$ cat config.mk
export PLATFORM = sky130hd
export DESIGN_NAME = jpeg_stream_packer
export DESIGN_NICKNAME = d
export VERILOG_FILES = /design/src/rtl/jpeg_stream_packer.sv
export SDC_FILE = /design/constraint.sdc
export NUM_CORES = 1
export LEC_CHECK = 0
export CORE_ASPECT_RATIO = 1.25
export CORE_MARGIN = 1
export CORE_UTILIZATION = 55
export CTS_CLUSTER_SIZE = 25
export DETAILED_ROUTE_END_ITERATION = 10
export DONT_BUFFER_PORTS = 1
export PLACE_DENSITY = 0.7
export RECOVER_POWER = 50
export SLEW_MARGIN = 25
export SYNTH_ARGS = -nofsm -noshare
export SYNTH_HDL_FRONTEND = slang
export SYNTH_SLANG_ARGS = --single-unit
export TNS_END_PERCENT = 100
$ cat constraint.sdc
create_clock -name clk_in -period 6.4 [get_ports clk_in]
set_input_delay 0.96 -clock clk_in [delete_from_list [all_inputs] [get_ports clk_in]]
set_output_delay 0.96 -clock clk_in [all_outputs]
set_load 0.05 [all_outputs]
$ cat src/rtl/jpeg_stream_packer.sv
// Packs variable-length Huffman codes MSB-first into BUS_W-bit flash words with 1-padding and partial-word flush.
// Define JPEG_BYTE_STUFF_EN to insert a 0x00 after every emitted 0xFF byte.
module jpeg_stream_packer #(
  parameter int BUS_W  = 32,
  parameter int CODE_W = 28,
  parameter int SIZE_W = 5
) (
  input  logic                     clk_in,
  input  logic                     rst,
  input  logic [CODE_W+SIZE_W-1:0] fifo_rd_data,
  input  logic                     fifo_empty,
  output logic                     fifo_rd,
  input  logic                     eof_in,
  input  logic                     halt,
  output logic [BUS_W-1:0]         write_data,
  output logic [BUS_W/8-1:0]       write_be,
  output logic                     d_qual,
  output logic                     eof_out
);
  localparam int ACC_W = CODE_W + 16;
  localparam int NB    = BUS_W / 8;
  localparam int CNT_W = $clog2(ACC_W + 1);
  localparam int AC_W  = $clog2(NB);

  typedef enum logic [1:0] {S_RUN, S_PAD, S_FLUSH, S_DONE} state_t;

  state_t           r_state;
  logic [ACC_W-1:0] r_acc_p0;
  logic [CNT_W-1:0] r_cnt_p0;
  logic [7:0]       r_byte_p1;
  logic             r_vld_p1;
  logic [BUS_W-1:0] r_asm_p2;
  logic [AC_W-1:0]  r_acnt_p2;
  logic             r_last;

  logic [CODE_W-1:0] w_code, w_mask;
  logic [SIZE_W-1:0] w_size;
  logic [ACC_W-1:0]  w_code_ext, w_acc_base;
  logic [CNT_W-1:0]  w_cnt_base, w_shamt;
  logic [7:0]        w_top, w_byte;
  logic [BUS_W-1:0]  w_asm_ins;
  logic w_out_free, w_asm_full, w_asm_take, w_ext_rdy, w_stuff;
  logic w_emit_acc, w_emit_pad, w_ins_zero, w_emit, w_drained, w_flush_go;

  // Unused low bits of the pad byte become 1s; the accumulator keeps them 0.
  function automatic logic [7:0] pad_byte(input logic [7:0] top, input logic [CNT_W-1:0] n);
    return top | (8'hFF >> n);
  endfunction

  assign w_code     = fifo_rd_data[CODE_W+SIZE_W-1:SIZE_W];
  assign w_size     = fifo_rd_data[SIZE_W-1:0];
  assign w_mask     = ~({CODE_W{1'b1}} << w_size);
  assign w_code_ext = ACC_W'(w_code & w_mask);

  assign w_out_free = !d_qual || !halt;
  assign w_asm_full = (r_acnt_p2 == AC_W'(NB - 1));
  assign w_asm_take = r_vld_p1 && (!w_asm_full || w_out_free);
  assign w_ext_rdy  = !r_vld_p1 || w_asm_take;

  assign w_emit_acc = w_ext_rdy && !w_stuff && (r_cnt_p0 >= CNT_W'(8));
  assign w_emit_pad = w_ext_rdy && !w_stuff && (r_state == S_PAD) && (r_cnt_p0 != '0);
  assign w_ins_zero = w_ext_rdy && w_stuff;
  assign w_emit     = w_emit_acc || w_emit_pad || w_ins_zero;
  assign w_top      = r_acc_p0[ACC_W-1 -: 8];
  assign w_byte     = w_ins_zero ? 8'h00 : (w_emit_pad ? pad_byte(w_top, r_cnt_p0) : w_top);

  assign fifo_rd    = rst && (r_state == S_RUN) && !fifo_empty && (r_cnt_p0 <= CNT_W'(16));

  assign w_cnt_base = w_emit_acc ? r_cnt_p0 - CNT_W'(8) : r_cnt_p0;
  assign w_acc_base = w_emit_acc ? r_acc_p0 << 8 : r_acc_p0;
  assign w_shamt    = CNT_W'(ACC_W) - w_cnt_base - CNT_W'(w_size);

  // Byte slot index counts down from the MSB byte; NB is a power of two.
  assign w_asm_ins  = r_asm_p2 | (BUS_W'(r_byte_p1) << {r_acnt_p2 ^ AC_W'(NB - 1), 3'b000});
  assign w_drained  = !w_stuff && !r_vld_p1 && (r_cnt_p0 == '0);
  assign w_flush_go = (r_state == S_FLUSH) && w_drained && w_out_free;
  assign eof_out    = (w_flush_go && (r_acnt_p2 == '0)) || (r_last && d_qual && !halt);

`ifdef JPEG_BYTE_STUFF_EN
  logic r_stuff;
  assign w_stuff = r_stuff;
  always_ff @(posedge clk_in or negedge rst) begin
    if (!rst)                                             r_stuff <= 1'b0;
    else if (w_ins_zero)                                  r_stuff <= 1'b0;
    else if ((w_emit_acc || w_emit_pad) && w_byte == 8'hFF) r_stuff <= 1'b1;
  end
`else
  assign w_stuff = 1'b0;
`endif

  // Stage p0: bit accumulator
  always_ff @(posedge clk_in or negedge rst) begin
    if (!rst) begin
      r_acc_p0 <= '0;
      r_cnt_p0 <= '0;
    end else if (w_emit_pad) begin
      r_acc_p0 <= '0;
      r_cnt_p0 <= '0;
    end else if (fifo_rd) begin
      r_acc_p0 <= w_acc_base | (w_code_ext << w_shamt);
      r_cnt_p0 <= w_cnt_base + CNT_W'(w_size);
    end else begin
      r_acc_p0 <= w_acc_base;
      r_cnt_p0 <= w_cnt_base;
    end
  end

  // Stage p1: extracted byte
  always_ff @(posedge clk_in or negedge rst) begin
    if (!rst) begin
      r_byte_p1 <= '0;
      r_vld_p1  <= 1'b0;
    end else if (w_emit) begin
      r_byte_p1 <= w_byte;
      r_vld_p1  <= 1'b1;
    end else if (w_asm_take) begin
      r_vld_p1  <= 1'b0;
    end
  end

  // Stage p2: word assembler feeding the output register
  always_ff @(posedge clk_in or negedge rst) begin
    if (!rst) begin
      r_asm_p2   <= '0;
      r_acnt_p2  <= '0;
      write_data <= '0;
      write_be   <= '0;
      d_qual     <= 1'b0;
      r_last     <= 1'b0;
    end else begin
      if (d_qual && !halt) begin
        d_qual <= 1'b0;
        r_last <= 1'b0;
      end
      if (w_asm_take) begin
        if (w_asm_full) begin
          write_data <= w_asm_ins;
          write_be   <= '1;
          d_qual     <= 1'b1;
          r_asm_p2   <= '0;
          r_acnt_p2  <= '0;
        end else begin
          r_asm_p2  <= w_asm_ins;
          r_acnt_p2 <= r_acnt_p2 + AC_W'(1);
        end
      end else if (w_flush_go && (r_acnt_p2 != '0)) begin
        write_data <= r_asm_p2;
        write_be   <= ~({NB{1'b1}} >> r_acnt_p2);
        d_qual     <= 1'b1;
        r_last     <= 1'b1;
        r_asm_p2   <= '0;
        r_acnt_p2  <= '0;
      end
    end
  end

  always_ff @(posedge clk_in or negedge rst) begin
    if (!rst) begin
      r_state <= S_RUN;
    end else begin
      case (r_state)
        S_RUN:   if (eof_in && fifo_empty && (r_cnt_p0 < CNT_W'(8))) r_state <= S_PAD;
        S_PAD:   if (w_emit_pad || (!w_stuff && (r_cnt_p0 == '0)))  r_state <= S_FLUSH;
        S_FLUSH: if (w_flush_go)                                     r_state <= S_DONE;
        default: if (!eof_in)                                        r_state <= S_RUN;
      endcase
    end
  end
endmodule

-- Word level (Yosys, flattened, before mapping)
Index checks and enable logic that the tools add are counted.
- input port bits: 38
- flip-flop bits (word level): 133
- output and inout port bits: 39
- word-level logic and storage cells: 109
- magnitude comparators: 3
- bitwise logic cells: 7
- add/subtract/negate cells: 5
- reductions and logical operators: 37
- eq/ne operators: 8
- multiplexer cells: 33
- shift-type cells: 5
- operators by type and width (operator ; count):
    32-bit two-way mux ; 6
    44-bit two-way mux ; 3
    44-bit OR ; 1
    28-bit by 6-bit left shift with 44-bit output ; 1
    32-bit OR ; 1
    8-bit by 5-bit left shift with 32-bit output ; 1
    28-bit bitwise AND ; 1
    28-bit NOT ; 1
    28-bit by 5-bit left shift with 28-bit output (first input constant) ; 1
    6-bit two-way mux ; 3
    1-bit logical AND ; 17
    2-bit two-way mux ; 7
    4-bit two-way mux ; 3
    1-bit two-way mux ; 9
    8-bit two-way mux ; 1
    8-bit OR ; 1
    8-bit by 6-bit right shift with 8-bit output (first input constant) ; 1
    6-bit by 5-bit adder with 6-bit output ; 1
    6-bit by 4-bit greater-or-equal comparator with 1-bit output (second input constant) ; 1
    6-bit by 5-bit less-or-equal comparator with 1-bit output (second input constant) ; 1
    6-bit zero test ; 1
    1-bit logical OR ; 6
    6-bit by 4-bit less-than comparator with 1-bit output (second input constant) ; 1
    2-bit one-hot mux with 3 select lines ; 1
    18 further kinds ; 28

-- Depth between registers and ports, before layout
- depth in word-level cells: 13
- depth in mapped cells: 18
- gate-level depth less buffers: 16

-- Least setup slack after synthesis
OpenSTA, ideal clock, no wires.
- path type: input-to-reg
- start: in halt
- end: reg r_acc_p0[30]
- data required time: 6.318 ns
- setup slack: 2.327 ns
- arrival: 3.991 ns
- cell stages on the path: 15
- library setup time: 0.082 ns
- path buffers: 2
- cells stage by stage: nand4_1 nand2_1 clkbuf_1 o21ai_0 ha_1 inv_1 ha_1 a21o_1 a21oi_1 xnor2_2 xor2_1 buf_2 nand2_1 or3_1 a31oi_1
- cells in the longest elaborated chain, start to end: 13
- elaborated cells on any way between the ends: 16
- classes of those cells: 2 x add/sub; 1 x shift; 4 x mux; 1 x bitwise; 8 x reduce/logical
- RTL lines (element ; RTL line ; source):
    start, declared ; 14 ; input logic halt,
    1-bit zero test (*) ; 55 ; assign w_out_free = !d_qual || !halt;
    1-bit logical OR (*) ; 55 ;
    1-bit logical OR (*) ; 57 ; assign w_asm_take = r_vld_p1 && (!w_asm_full || w_out_free);
    1-bit logical AND (*) ; 57 ;
    1-bit logical OR (*) ; 58 ; assign w_ext_rdy = !r_vld_p1 || w_asm_take;
    1-bit logical AND ; 60 ; assign w_emit_acc = w_ext_rdy && !w_stuff && (r_cnt_p0 >= CNT_W'(8));
    6-bit two-way mux ; 69 ; assign w_cnt_base = w_emit_acc ? r_cnt_p0 - CNT_W'(8) : r_cnt_p0;
    6-bit subtractor ; 71 ; assign w_shamt = CNT_W'(ACC_W) - w_cnt_base - CNT_W'(w_size);
    6-bit by 5-bit subtractor with 6-bit output ; 71 ;
    28-bit by 6-bit left shift with 44-bit output ; 100 ; r_acc_p0 <= w_acc_base | (w_code_ext << w_shamt);
    44-bit OR ; 100 ;
    44-bit two-way mux ; 99 ; end else if (fifo_rd) begin
    44-bit two-way mux (*) ; 96 ; end else if (w_emit_pad) begin
    end signal, assigned ; 100 ;
    end signal, assigned ; 103 ; r_acc_p0 <= w_acc_base;
    end, declared ; 28 ; logic [ACC_W-1:0] r_acc_p0;
Mark *: on every way between the ends. The rest lies on a longest branch, timed or not.
A chain may end at the register's enable or synchronous reset.

-- Worst setup path after layout
- start: reg r_cnt_p0[4]
- end: reg r_acc_p0[7]
- cells in the longest elaborated chain, start to end: 9
- elaborated cells on any way between the ends: 15
- classes of those cells: 3 x add/sub; 2 x order compare; 1 x shift; 4 x mux; 1 x bitwise; 4 x reduce/logical
- RTL lines (element ; RTL line ; source):
    start, declared ; 29 ; logic [CNT_W-1:0] r_cnt_p0;
    start signal, assigned ; 101 ; r_cnt_p0 <= w_cnt_base + CNT_W'(w_size);
    start signal, assigned ; 104 ; r_cnt_p0 <= w_cnt_base;
    6-bit by 4-bit greater-or-equal comparator with 1-bit output ; 60 ;
    1-bit logical AND ; 60 ;
    6-bit two-way mux ; 69 ;
    6-bit subtractor ; 71 ;
    6-bit by 5-bit subtractor with 6-bit output ; 71 ;
    28-bit by 6-bit left shift with 44-bit output ; 100 ;
    44-bit OR ; 100 ;
    44-bit two-way mux ; 99 ;
    44-bit two-way mux (*) ; 96 ;
Marked as above.

==> summary.txt <==
Status
  – Status: complete, but fails checks
  – Failing checks: capacitance limit, slew limit

Final layout
  – Diode count: 0
  – Footprint of the multi-input gates: 5150 sq um
  – Commonest non-fill, non-tap cell in the layout: nand2_1
  – Util after Layout: 60.6%
  – Fill count: 1418
  – Layout cell share with drive strength beyond 1: 9.91%
  – FF+latch area: 3330 sq um
  – Most frequent cells in the layout: 228 x nand2_1, 133 x dfrtp_1, 67 x nor2_1
  – Synth-to-Final Area Change: 6.19%
  – Nets: 1058
  – Final non-filler cell total: 1221

GRT
  – Largest net degree at the start of global routing: 135
  – Gr ovfl total: 0
  – First-pass GRT wire length: 41500 um
  – Vias in the first global route: 7877
  – Total track usage: 31.5%
  – Antenna violations before repair: 0

STA
  – Tmin final: 4.74 ns
  – Setup-failing EPs final: 0
  – Max-slew headroom at the worst pin: -49.3%
  – Final Hold Vio Count: 0
  – Final Max Slew Viols: 51
  – Final period util: 74.0%
  – Pin slew with the least headroom to its limit: 2.24 ns
  – RSZ-0062 raised after global routing: false
  – Sum Neg Setup Slack: 0 ns
  – Worst Skew: 0.0122 ns
  – Achievable frequency: 211 MHz
  – Tightest hold margin: 0.236 ns

Hold path
  – Worst Hold Class: input port to async pin

Clock tree
  – Post-CTS Hold Buffers: 0
  – Root buffer cell: clkbuf_16
  – CTS resizes: 0
  – Clock-pin transition on the worst setup and hold timing paths: 0.06 ns
  – Clock Path Buffers: 2
  – CTS buffer count: 17
  – CTS tree: built
  – Worst-Skew Late Latency: 0.42 ns
  – Clk sinks: 133
  – Post-CTS Setup Bufs: 0
  – CTS H-tree lvls: 4

Placement
  – Post-placement cell count: 1189
  – Port bufs: 0
  – Placer Congestion: 0.944
  – DP HPWL: 18200 um

Floorplan
  – Num rows: 51
  – Die height: 145 um
  – CORE AREA: 15800 sq um
  – Area of the die: 16900 sq um
  – I/O pin count: 77
  – Die width: 116 um
  – Initial core utilization: 57.1%

Critical path
  – Reg2reg start: r_cnt_p0[4]
  – Critical Path RT: 6.75 ns
  – FF-to-FF setup slack: 1.66 ns
  – CP Max Fanout: 31
  – Crit path DAT: 5.09 ns
  – Reg2reg end: r_acc_p0[7]
  – CP Launch Type: register
  – Crit Path Class: register to register
  – CP Capture Type: register
  – Reg2reg path depth: 18

Job
  – Max-cap violations: 1

Drt
  – DRC: 0
  – Vias per std cell: 6.58
  – DR pass1 iterations: 6
  – WL final: 25600 um
  – DRT antenna net count: 0
  – Iteration-0 DRC Markers: 698
  – Routed vias: 8029
  – Per-cell routed wire length: 21.0 um

Synthesis
  – Synthesized net count: 1103
  – Seq/Total Area, Yosys: 37.0%
  – Avg Inst Size Synth: 8.64 sq um
  – Yosys warning count: 0
  – Synth cell types: 97
  – Post-synth EDFFs: 0
  – Top FF cell, synth: dfrtp_1
  – Asr flop ratio synth: 100%
  – Yosys reg bits: 133
  – Gate Count Post-Synth: 1041
  – Area of the mapped netlist: 8990 sq um
## layer usage
metal | wire length [um] | GRT usage, % | up-vias
met1 | 10500 | 38.9 | 3883
met2 | 12600 | 51.8 | 345
li1 | - | - | 3727
met4 | 1220 | 17.3 | 0
met3 | 1330 | 4.59 | 74
met5 | 0 | 0 | -
## how the worst max path moves through the flow
| stage | startpoint | endpoint | slack [ns] |
|---|---|---|---|
| after floorplan | halt | r_acc_p0[30] | 2.33 |
| after global placement | halt | r_acc_p0[7] | 1.78 |
| after detailed placement | r_cnt_p0[4] | r_acc_p0[7] | 1.74 |
| after CTS | r_cnt_p0[4] | r_acc_p0[6] | 1.73 |
| after global routing | r_cnt_p0[4] | r_acc_p0[31] | 1.37 |
| final | r_cnt_p0[4] | r_acc_p0[7] | 1.66 |
## flip-flops by register name (all words and copies together) (netlist names), 2 cells and up
signal / count
r_acc_p0: 44
r_asm_p2: 32
write_data: 32
r_byte_p1: 8
r_cnt_p0: 6
write_be: 4
r_acnt_p2: 2
r_state: 2
## kinds of logic (layout without fill, tap and decap cells)
group | count (synthesis) | in the layout | synth area share, %
compound gates | 286 | 286 | 24.0
xor+xnor | 11 | 11 | 1.24
fa+ha+maj | 24 | 24 | 3.51
buf+inv | 107 | 75 | 6.15
flops | 133 | 133 | 37.0
mux | 49 | 49 | 6.40
simple gates | 431 | 431 | 21.7
## per-stage QoR
stage | setup slack, ns | cell area, sq um
3_5_place_dp | 1.74 | 8950
3_3_place_gp | 1.78 | 8950
4_1_cts | 1.73 | 9550
2_1_floorplan | 2.33 | 8990
5_1_grt | 1.37 | 9550
6_report | 1.66 | 9550
## critical path, cell delays in order (launching register included)
cell	delay (ns)
dfrtp_1	0.42
inv_1	0.11
ha_1	0.14
or4b_4	0.48
nand2_1	0.09
nand2_1	0.05
buf_4	0.23
o21ai_0	0.38
ha_1	0.36
inv_1	0.07
ha_1	0.30
a21o_1	0.21
a21oi_1	0.24
xnor2_2	0.18
xor2_1	0.16
buf_4	0.20
nand2_1	0.27
nor3_1	0.55
a22o_1	0.22
## layout make-up
| type | count | area share (%) |
|---|---|---|
| Clock buffer | 19 | 4.74 |
| Multi-Input combinational cell | 801 | 53.9 |
| Sequential cell | 133 | 34.9 |
| Clock inverter | 13 | 1.53 |
| Timing Repair Buffer | 14 | 1.06 |
| Tap cell | 212 | 2.78 |
| Inverter | 29 | 1.14 |
## synth_stat cells (18+ instances only)
master | instances | area share (%)
ha_1 | 22 | 3.1
clkbuf_1 | 35 | 1.5
a22o_1 | 41 | 4.0
o21ai_0 | 34 | 1.9
mux2i_1 | 29 | 3.2
a31oi_1 | 19 | 1.3
nand3_1 | 46 | 2.6
dfrtp_1 | 133 | 37
nor3_1 | 18 | 1.0
a21oi_1 | 35 | 1.9
nand2_1 | 228 | 9.5
nor2_1 | 67 | 2.8
inv_1 | 27 | 1.1
Power is not shown: default switching activity piles up to over one toggle a cycle in this logic, so the estimate is an artifact.
